--- src/rtl/pipe_adder.sv ---
// Carry-chopped pipelined adder/subtractor: each stage adds one CHUNK-bit slice and hands
// its carry, finished low sum bits and untouched high operand bits to the next register.
module pipe_adder #(
    parameter int WIDTH  = 32,
    parameter int STAGES = 4
) (
    input  logic             clk,
    input  logic             rst,
    input  logic [WIDTH-1:0] a,
    input  logic [WIDTH-1:0] b,
    input  logic             cin,
    input  logic             sub,
    input  logic             in_valid,
    output logic             in_ready,
    output logic [WIDTH-1:0] sum,
    output logic             cout,
    output logic             ovf,
    output logic             out_valid,
    input  logic             out_ready
);

    localparam int CHUNK = WIDTH / STAGES;

    // Stage registers: index k holds the state after slice k has been added
    logic [WIDTH-1:0] opa_p   [STAGES];
    logic [WIDTH-1:0] opb_p   [STAGES];
    logic [WIDTH-1:0] sum_p   [STAGES];
    logic             carry_p [STAGES];
    logic             vld_p   [STAGES];
    logic             ovf_p;

    // Inputs seen by each stage's slice adder
    logic [WIDTH-1:0] src_a [STAGES];
    logic [WIDTH-1:0] src_b [STAGES];
    logic [WIDTH-1:0] src_s [STAGES];
    logic             src_c [STAGES];
    logic             src_v [STAGES];

    logic [WIDTH-1:0] sum_d   [STAGES];
    logic             carry_d [STAGES];
    logic             ovf_d;
    logic             stall;

    function automatic logic [CHUNK:0] slice_add(input logic [CHUNK-1:0] x,
                                                 input logic [CHUNK-1:0] y,
                                                 input logic             c);
        return {1'b0, x} + {1'b0, y} + {{CHUNK{1'b0}}, c};
    endfunction

    // Signed overflow: operands agree in sign but the result does not
    function automatic logic signed_ovf(input logic msb_a, input logic msb_b,
                                        input logic msb_s);
        return (msb_a == msb_b) && (msb_s != msb_a);
    endfunction

    assign stall    = vld_p[STAGES-1] && !out_ready;
    assign in_ready = !stall;

    genvar k;
    for (k = 0; k < STAGES; k++) begin : g_src
        if (k == 0) begin : g_in
            // Subtraction folds into addition of the inverted operand plus an inverted carry
            assign src_a[k] = a;
            assign src_b[k] = b ^ {WIDTH{sub}};
            assign src_s[k] = '0;
            assign src_c[k] = cin ^ sub;
            assign src_v[k] = in_valid;
        end else begin : g_chain
            assign src_a[k] = opa_p[k-1];
            assign src_b[k] = opb_p[k-1];
            assign src_s[k] = sum_p[k-1];
            assign src_c[k] = carry_p[k-1];
            assign src_v[k] = vld_p[k-1];
        end
    end

    always_comb begin
        logic [CHUNK:0] part;
        part  = '0;
        ovf_d = 1'b0;
        for (int i = 0; i < STAGES; i++) begin
            part       = slice_add(src_a[i][i*CHUNK +: CHUNK], src_b[i][i*CHUNK +: CHUNK],
                                   src_c[i]);
            sum_d[i]   = src_s[i];
            sum_d[i][i*CHUNK +: CHUNK] = part[CHUNK-1:0];
            carry_d[i] = part[CHUNK];
        end
        ovf_d = signed_ovf(src_a[STAGES-1][WIDTH-1], src_b[STAGES-1][WIDTH-1],
                           sum_d[STAGES-1][WIDTH-1]);
    end

    // Pipeline register boundary: whole pipe advances together or holds on a stall
    always_ff @(posedge clk or posedge rst) begin
        if (rst) begin
            for (int i = 0; i < STAGES; i++) begin
                opa_p[i]   <= '0;
                opb_p[i]   <= '0;
                sum_p[i]   <= '0;
                carry_p[i] <= 1'b0;
                vld_p[i]   <= 1'b0;
            end
            ovf_p <= 1'b0;
        end else if (!stall) begin
            for (int i = 0; i < STAGES; i++) begin
                opa_p[i]   <= src_a[i];
                opb_p[i]   <= src_b[i];
                sum_p[i]   <= sum_d[i];
                carry_p[i] <= carry_d[i];
                vld_p[i]   <= src_v[i];
            end
            ovf_p <= ovf_d;
        end
    end

    assign sum       = sum_p[STAGES-1];
    assign cout      = carry_p[STAGES-1];
    assign ovf       = ovf_p;
    assign out_valid = vld_p[STAGES-1];

endmodule

--- config.mk ---
export PLATFORM = sky130hd
export DESIGN_NAME = pipe_adder
export DESIGN_NICKNAME = d
export VERILOG_FILES = /design/src/rtl/pipe_adder.sv
export SDC_FILE = /design/constraint.sdc
export NUM_CORES = 1
export LEC_CHECK = 0
export ABC_AREA = 1
export ABC_CLOCK_PERIOD_IN_PS = 6700
export CORE_MARGIN = 3
export CORE_UTILIZATION = 51
export DETAILED_ROUTE_END_ITERATION = 12
export PLACE_DENSITY = 0.78
export SYNTH_ARGS = -nofsm -noshare
export SYNTH_HDL_FRONTEND = slang
export SYNTH_SLANG_ARGS = --single-unit
--- constraint.sdc ---
create_clock -name clk -period 6.7 [get_ports clk]
set_input_delay 1.34 -clock clk [delete_from_list [all_inputs] [get_ports clk]]
set_output_delay 1.34 -clock clk [all_outputs]
set_load 0.01 [all_outputs]
==> flow_summary.json <==
{
  "status": "completed",
  "syn_area_um2": 8710,
  "gr-usage-all-layers_pct": 19.7,
  "drv_slew": 0,
  "die_y_um": 137,
  "cts_sinks": 185,
  "ant_nets": 0,
  "root_buffer": "clkbuf_16",
  "die_area_um2": 18700,
  "synthMostInstantiatedCell": "nand2_1",
  "cts.repair.resized": 0,
  "via_per_inst": 4.93,
  "wl_per_cell_um": 13.0,
  "clock_path_buffers": 2,
  "final_hold_viol_count": 0,
  "r2r_setup_slack_ns": 3.96,
  "drive_above_1_share_pct": 4.34,
  "synth_top_area_cell": "dfrtp_1",
  "p_int_mw": 3.05,
  "critPathSlowestCell": "clkdlybuf4s50_1",
  "synthTopCellsByArea": "dfrtp_1 (53%), nand2_1 (17%), inv_1 (4.1%)",
  "grt_start_max_net_pins": 115,
  "synth_edf_count": 0,
  "arrival_ns": 2.52,
  "synthTopCellsByCount": "nand2_1 (405), dfrtp_1 (185), inv_1 (96), o21ai_0 (71), nand3_1 (41)",
  "hold_buffers": 0,
  "nets": 1199,
  "skew_ns": 0.00787,
  "cp_max_fo": 2,
  "synth-main-ff-cell": "dfrtp_1",
  "antenna_found_initial": 0,
  "syn2layout_area_growth_pct": 19.6,
  "drc": 0,
  "timing.setup.tns_ns": 0,
  "ios": 106,
  "ys_ff_latch": 185,
  "routed_wl_um": 17200,
  "grt_setup_unrepaired": "false",
  "first_pass_iters": 5,
  "worstHoldPathCells": 2,
  "cts_buffers": 17,
  "min_to": "sum[22]",
  "endpoint_kind": "primary output",
  "irDropWorstVdd_mv": 0.261,
  "io_buffers": 105,
  "r2r-end": "sum[31]",
  "synth.yosys.seq_area_share_pct": 53.1,
  "crit_type": "primary input to primary output",
  "slowest_delay_ns": 0.54,
  "slew_headroom_pct": 32.3,
  "cts_tree": "yes",
  "async_reset_ff_share_pct": 100,
  "p_sw_share_pct": 37.0,
  "syn_inst": 1006,
  "initial_utilization_pct": 52.4,
  "r2r_start": "out_valid",
  "rr_worst_depth": 7,
  "yosys_warnings": 0,
  "finalCriticalPeriod_ns": 3.86,
  "hold_start": "src_s[22]",
  "place_ws_ns": 2.61,
  "cap_viol_max_count": 0,
  "crit_chain": "clkdlybuf4s50_1, nor2_4, inv_4, clkdlybuf4s50_1",
  "grt_pass1_vias": 6275,
  "path_common_cell": "clkdlybuf4s50_1",
  "crit_required_ns": 5.36,
  "drt_iter0_markers": 492,
  "hold_path.class": "flop to flop",
  "synth.top_cell.area_share_pct": 53.1,
  "clk_latency_ns": 0.43,
  "htree_levels": 4,
  "setup_viol": 0,
  "pwr-share-seq_pct": 38.9,
  "syn_avg_cell_area_um2": 8.66,
  "vias": 6543,
  "period_share_pct": 57.7,
  "power_density_nw_per_um2": 464,
  "synth_cell_types": 24,
  "cp-start-kind": "primary input",
  "switchingPower_mw": 1.79,
  "hpwlAfterDp_um": 11400,
  "die_w_um": 137,
  "setup_slack_ns": 2.84,
  "fp-row-count": 47,
  "antenna_cells": 0,
  "combinationalPowerShare_pct": 38.7,
  "synth_nets": 1112,
  "worst_pin_slew_ns": 1.02,
  "gp_congestion": 0.839,
  "max_freq_mhz": 259,
  "p_leak_nw": 5.19,
  "postCtsSetupBuffers": 0,
  "p_clk_share_pct": 22.4,
  "grt_pass1_wl_um": 29500,
  "core_um2": 16600,
  "clk_pin_slew_ns": 0.07,
  "overflow": 0
}
## flip-flops by register name, summed over array words and instances, names as in the netlist
name	cells
cout	1
opa_p	48
sum	32
ovf	1
opb_p	48
src_s	48
out_valid	1
carry_p	3
src_v	3
## power groups by stage
stage	Clock, mW	Combinational [mW]	Sequential (mW)
after floorplan	0	1.33	1.88
after global placement	0	1.80	1.89
after detailed placement	0	1.87	1.89
after CTS	1.10	1.90	1.88
after global routing	1.15	2.16	1.94
final	1.08	1.87	1.88
## routing by layer
| layer | vias to the layer above | track usage, % | wire length [µm] |
|---|---|---|---|
| li1 | 3315 | - | - |
| met3 | 17 | 4.41 | 650 |
| met4 | 0 | 5.66 | 226 |
| met2 | 119 | 30.3 | 8050 |
| met5 | - | 0 | 0 |
| met1 | 3092 | 28.3 | 8280 |
## how the worst max path moves through the flow
stage | start | end | slack (ns) | cells past startpoint
4_1_cts | out_ready | in_ready | 2.83 | 4
3_3_place_gp | out_ready | sum[31] | 2.69 | 7
6_report | out_ready | in_ready | 2.84 | 4
2_1_floorplan | rst | carry_p[1] | 0.33 | 1
3_5_place_dp | out_ready | ovf | 2.61 | 7
5_1_grt | out_ready | sum[31] | 2.81 | 7
## per-stage QoR
step	std cells	hold WS [ns]	power, mW	cell area [µm²]	utilization, %
2_1_floorplan	1006	0.440	3.20	8710	-
3_3_place_gp	1294	0.451	3.69	9780	58.8
3_5_place_dp	1294	0.454	3.76	9780	58.8
4_1_cts	1326	0.472	4.88	10400	62.6
5_1_grt	1326	0.495	5.25	10400	62.6
6_report	1326	0.470	4.84	10400	62.6
## area by class of cell
class | count | area (µm²)
inverter | 97 | 372
fill | 1396 | 6220
timing repair buffer | 112 | 1100
multi-input combinational | 680 | 3400
clock inverter | 12 | 188
clock buffer | 20 | 457
tap | 220 | 275
sequential | 185 | 4630
## cell usage in the layout (no fill, tap or decap)
master / netlist / final
dfrtp_1: 185 / 185
nor2_1: 16 / 16
nor2_4: 1 / 1
buf_4: 21 / 7
nand3_1: 41 / 41
nand2_1: 405 / 405
or2_2: 3 / 3
xor2_1: 11 / 11
o21a_1: 1 / 1
o22ai_2: 3 / 3
clkbuf_8: 0 / 2
inv_1: 96 / 95
clkdlybuf4s50_1: 0 / 104
fa_1: 8 / 8
nand4_1: 9 / 9
clkinvlp_4: 0 / 4
ha_1: 28 / 28
xnor2_1: 27 / 27
clkbuf_1: 5 / 1
inv_6: 0 / 1
o21ai_0: 71 / 71
bufinv_16: 0 / 4
inv_8: 0 / 1
buf_2: 9 / 1
a21oi_1: 15 / 15
o21ai_1: 38 / 38
clkinv_4: 0 / 3
a211oi_1: 3 / 3
clkbuf_16: 0 / 17
inv_4: 0 / 1
## cell families after synthesis
logic type	Yosys count	share of synthesized area (%)
XOR/XNOR	38	3.82
buffers and inverters	141	7.81
AND/OR/NAND/NOR	475	21.5
flip-flops	185	53.1
adder cells (fa/ha/maj)	36	5.86
AO/OA/AOI/OAI	131	7.90
## worst max-delay path, delay by kind of cell
kind | cells | cell delay [ns]
buffers and inverters | 3 | 1.12
AND/OR/NAND/NOR | 1 | 0.06
Note: power is estimated with default switching activity, not from simulation.
==> edit 1: new RTL, same settings <==
`STAGES`: 4 -> 8.
--- a/src/rtl/pipe_adder.sv
+++ b/src/rtl/pipe_adder.sv
@@ -2,7 +2,7 @@
 // its carry, finished low sum bits and untouched high operand bits to the next register.
 module pipe_adder #(
     parameter int WIDTH  = 32,
-    parameter int STAGES = 4
+    parameter int STAGES = 8
 ) (
     input  logic             clk,
     input  logic             rst,
Check against the original RTL: not equivalent (Yosys sat finds a counterexample within 10 cycles, from zero or initial values and one cycle with rst high).
==> edit 1 against the unedited design <==
- die area increased by 77%
- total power grew 74%
- area after synthesis up 81%
- combinational power grew 28%
- routed wire length up 65%
- worst setup slack worse by 0.67 ns
- cell area grew 74%
- sequential cell count up 200
==> edit 1: results (changes against the unedited design) <==
| Metric | Value |
|---|---|
| Hold Path End | `opa_p[211]$_DFFE_PP0N_` |
| Area fraction in compound gates after synthesis | `6.55% (-1.4 points)` |
| Outcome | `finished clean` |
| Met2 WL post-DR | `13400 µm (+67%)` |
| Layout Skew | `0.0117 ns (+0.00379 ns)` |
| Post-Synth Adder-Cell Area | `3.93% (-1.9 points)` |
| Maximum buffer depth of the clock tree | `3 (+1)` |
| Worst-margin pin slew | `1.09 ns (+0.0751 ns)` |
| Number of nets in the layout | `1877 (+57%)` |
| Worst Path Arrival | `3.20 ns (+0.68 ns)` |
| Switching portion of total power | `33.7% (-3.2 points)` |
| Most frequent cells after synthesis | `nand2_1 (789), dfrtp_1 (385), o21ai_0 (175), inv_1 (112), buf_2 (35)` |
| Clk_lat worst skew | `0.51 ns (+0.08 ns)` |
| Post-synthesis xor/xnor area fraction | `2.05% (-1.8 points)` |
| First-iteration detailed-routing DRC count | `939 (+91%)` |
| Peak supply drop | `0.189 mV (-28%)` |
| Top FF cell, synth | `dfrtp_1` |
| FF-to-FF setup slack | `3.26 ns (-0.70 ns)` |
| Vias in the first global route | `10500 (+68%)` |
| Routed met1 length | `13200 µm (+59%)` |
| Hpwl dp | `17000 µm (+50%)` |
| Register area share after synthesis | `61.0% (+7.9 points)` |
| Main area contributors after synthesis | `dfrtp_1 (61%), nand2_1 (19%), o21ai_0 (5.5%)` |
| Leakage power | `9.12 nW (+76%)` |
| Library cells used by synthesis | `22 (-8.3%)` |
| Worst-path fanout max | `161 (+159)` |
| First-pass GRT wire length | `49900 µm (+69%)` |
| Worst r2r path cells | `8 (+1)` |
| Largest net degree at the start of global routing | `196 (+70%)` |
| R2r endpoint | `src_s[26]$_DFFE_PP0N_` |
| CTS Buf Count | `38 (+21)` |
| H-tree levels | `2 (-2)` |
| GRT Overall Usage | `17.7% (-2.0 points)` |
| Syn_nets | `1811 (+63%)` |
| FILL cells | `2490 (+78%)` |
| Routed len/inst | `13.0 µm (+0.43%)` |
| GP Congestion | `0.797 (-5.0%)` |
| Fraction of layout cells with a size suffix above 1 | `4.02% (-0.32 points)` |
| Min-delay src | `opa_p[243]$_DFFE_PP0N_` |
==> edit 1: cell count changes in the layout (fill, tap and decap cells not counted), sizes merged, moves of 5 or more <==
cell,unedited run,this run
o21ai,109,190
nand4,9,2
clkinv,3,8
fa,8,16
clkbuf,20,53
inv,98,113
nand2,405,789
nand3,41,27
dfrtp,185,385
==> edit 1: worst max-delay path, stage by stage <==
cell	delay (ns)
clkdlybuf4s50_1	0.50
nor2_4	0.07
inv_8	0.55
clkdlybuf4s50_1	0.67
==> edit 1: kinds of logic (layout without fill, tap and decap cells) <==
group	count (synthesis)	count (layout)
AOI/OAI and AO/OA	206	206
xor gates and xnor gates	37	37
adders and majority gates	40	40
buffers and inverters	201	292
DFF	385	385
and+or+nand+nor	832	832
==> edit 1: worst max-delay path by stage <==
stage / start / endpoint / slack (ns) / depth (start not counted)
2_1_floorplan: rst / carry_p[1]$_DFFE_PP0N_ / 0.18 / 1
3_5_place_dp: out_ready / src_s[26]$_DFFE_PP0N_ / 1.82 / 8
3_3_place_gp: out_ready / src_s[26]$_DFFE_PP0N_ / 1.89 / 8
6_report: out_ready / in_ready / 2.16 / 4
5_1_grt: out_ready / src_s[26]$_DFFE_PP0N_ / 1.96 / 8
4_1_cts: out_ready / in_ready / 2.16 / 4
==> edit 1: power groups by stage <==
stage	Clock (mW)	Combinational, mW	Sequential (mW)
after floorplan	0	1.80	3.84
after global placement	0	2.27	3.91
after detailed placement	0	2.40	3.93
after CTS	2.14	2.44	3.91
after global routing	2.24	2.84	4.03
final	2.08	2.40	3.91
==> edit 1: per-stage QoR <==
step           cells  util, %  hold slack (ns)  setup WS [ns]  power, mW
2_1_floorplan   1701        -            0.440          0.184       5.64
3_3_place_gp    2117     56.1            0.449           1.89       6.18
3_5_place_dp    2117     56.1            0.451           1.82       6.33
4_1_cts         2182     60.2            0.461           2.16       8.49
5_1_grt         2182     60.2            0.478           1.96       9.11
6_report        2182     60.2            0.462           2.16       8.39
==> edit 1: final cells by class <==
| cell class | count | area share, % |
|---|---|---|
| timing repair buffer | 114 | 6.30 |
| clock inverter | 12 | 0.643 |
| multi-input combinational | 1115 | 28.5 |
| inverter | 113 | 2.41 |
| clock buffer | 53 | 6.20 |
| sequential | 385 | 53.3 |
| tap | 390 | 2.70 |
==> edit 1: layer usage <==
metal  GRT usage, %  up-vias
li1               -     5377
met1           25.2     4985
met2           28.5      173
met3           2.82       52
met4           5.12        0
met5              0        -
==> edit 2: new RTL, same settings <==
Without the edit above. Reset style: synchronous (`rst`), changed in one clocked block.
--- a/src/rtl/pipe_adder.sv
+++ b/src/rtl/pipe_adder.sv
@@ -90,7 +90,7 @@
     end
 
     // Pipeline register boundary: whole pipe advances together or holds on a stall
-    always_ff @(posedge clk or posedge rst) begin
+    always_ff @(posedge clk) begin
         if (rst) begin
             for (int i = 0; i < STAGES; i++) begin
                 opa_p[i]   <= '0;
Behaviour: differs if rst is asserted again (counterexample within 10 cycles, from zero or initial values and one cycle with rst high); with rst held inactive, the same outputs for 10 cycles.
==> edit 2 against the unedited design <==
- non-clock buffer count down 5
- routed wire length down 17%
- cell area about the same
- global-route usage down 3.3 points
- fmax down 0.20%
- clock skew about the same
- worst setup slack worse by 0.0078 ns
- critical endpoint unchanged
- sequential cell count unchanged
- area after synthesis down 0.75%
Power is not compared: it rests on default switching activity, and its combinational part moved more than twofold at a synthesized area within 25%.
==> edit 2: results (changes against the unedited design) <==
| Metric | Value |
|---|---|
| Number of nets in the layout | `1008 (-16%)` |
| Vias in the first global route | `5098 (-19%)` |
| Place WS | `2.83 ns (+0.213 ns)` |
| Fraction of layout cells with a size suffix above 1 | `4.37% (+0.032 points)` |
| Hold WS | `0.483 ns (+0.0128 ns)` |
| Via count | `5324 (-19%)` |
| Buffers excl. clock | `107 (-4.5%)` |
| Met1 usage | `21.0% (-7.3 points)` |
| Hold Path End | `ovf$_SDFFE_PP0N_` |
| Post-route design area | `10400 µm² (about the same)` |
| Post-Syn Instances | `799 (-21%)` |
| Worst-margin pin slew | `0.957 ns (-0.0580 ns)` |
| Grt met3 use | `3.63% (-0.78 points)` |
| Register area share after synthesis | `64.1% (+11 points)` |
| Inverters | `176 (+81%)` |
| NonClk Buf Share | `10.3% (-0.25 points)` |
| Min-delay src | `ovf$_SDFFE_PP0N_` |
| FF-to-FF setup slack | `4.40 ns (+0.44 ns)` |
| Routed len/inst | `12.7 µm (-2.3%)` |
| Worst Path Arrival | `2.53 ns (about the same)` |
| First-pass GRT wire length | `23500 µm (-20%)` |
| Chip width | `136 µm (-0.36%)` |
| Outcome | `finished clean` |
| First-iteration detailed-routing DRC count | `414 (-16%)` |
| Hpwl dp | `9070 µm (-20%)` |
| Post-synth EDFFs | `184 (+184)` |
| Fraction of area in multi-input gates | `21.8% (-11 points)` |
| Syn_nets | `905 (-19%)` |
| GRT Overall Usage | `16.4% (-3.3 points)` |
| Main area contributors after synthesis | `edfxtp_1 (64%), nor2_1 (7.7%), inv_1 (7.6%)` |
| Most frequent cells after synthesis | `edfxtp_1 (184), nor2_1 (177), inv_1 (175), nand2_1 (76), a21oi_1 (36)` |
[edit 2: kinds of logic (layout without fill, tap and decap cells)]
family	after synthesis	count (layout)	synth area share [%]
AOI/OAI and AO/OA	56	56	3.41
and+or+nand+nor	290	290	13.4
adders and majority gates	36	36	5.90
xor gates and xnor gates	33	33	3.34
DFF	185	185	64.1
buffers and inverters	199	315	9.78
[edit 2: worst max-delay path by stage]
stage	cells after the start	to	from	slack [ns]
after floorplan	4	carry_p[0]$_SDFFCE_PN0P_	out_ready	0.66
after global placement	4	in_ready	out_ready	2.84
final	4	in_ready	out_ready	2.83
after CTS	4	in_ready	out_ready	2.82
after detailed placement	4	in_ready	out_ready	2.83
after global routing	4	in_ready	out_ready	2.81
[edit 2: routing by layer]
| layer | share of wire [%] | up-vias |
|---|---|---|
| met5 | 0 | - |
| met4 | 1.7 | 0 |
| met3 | 6.2 | 18 |
| met2 | 50 | 146 |
| met1 | 42 | 2409 |
| li1 | - | 2751 |
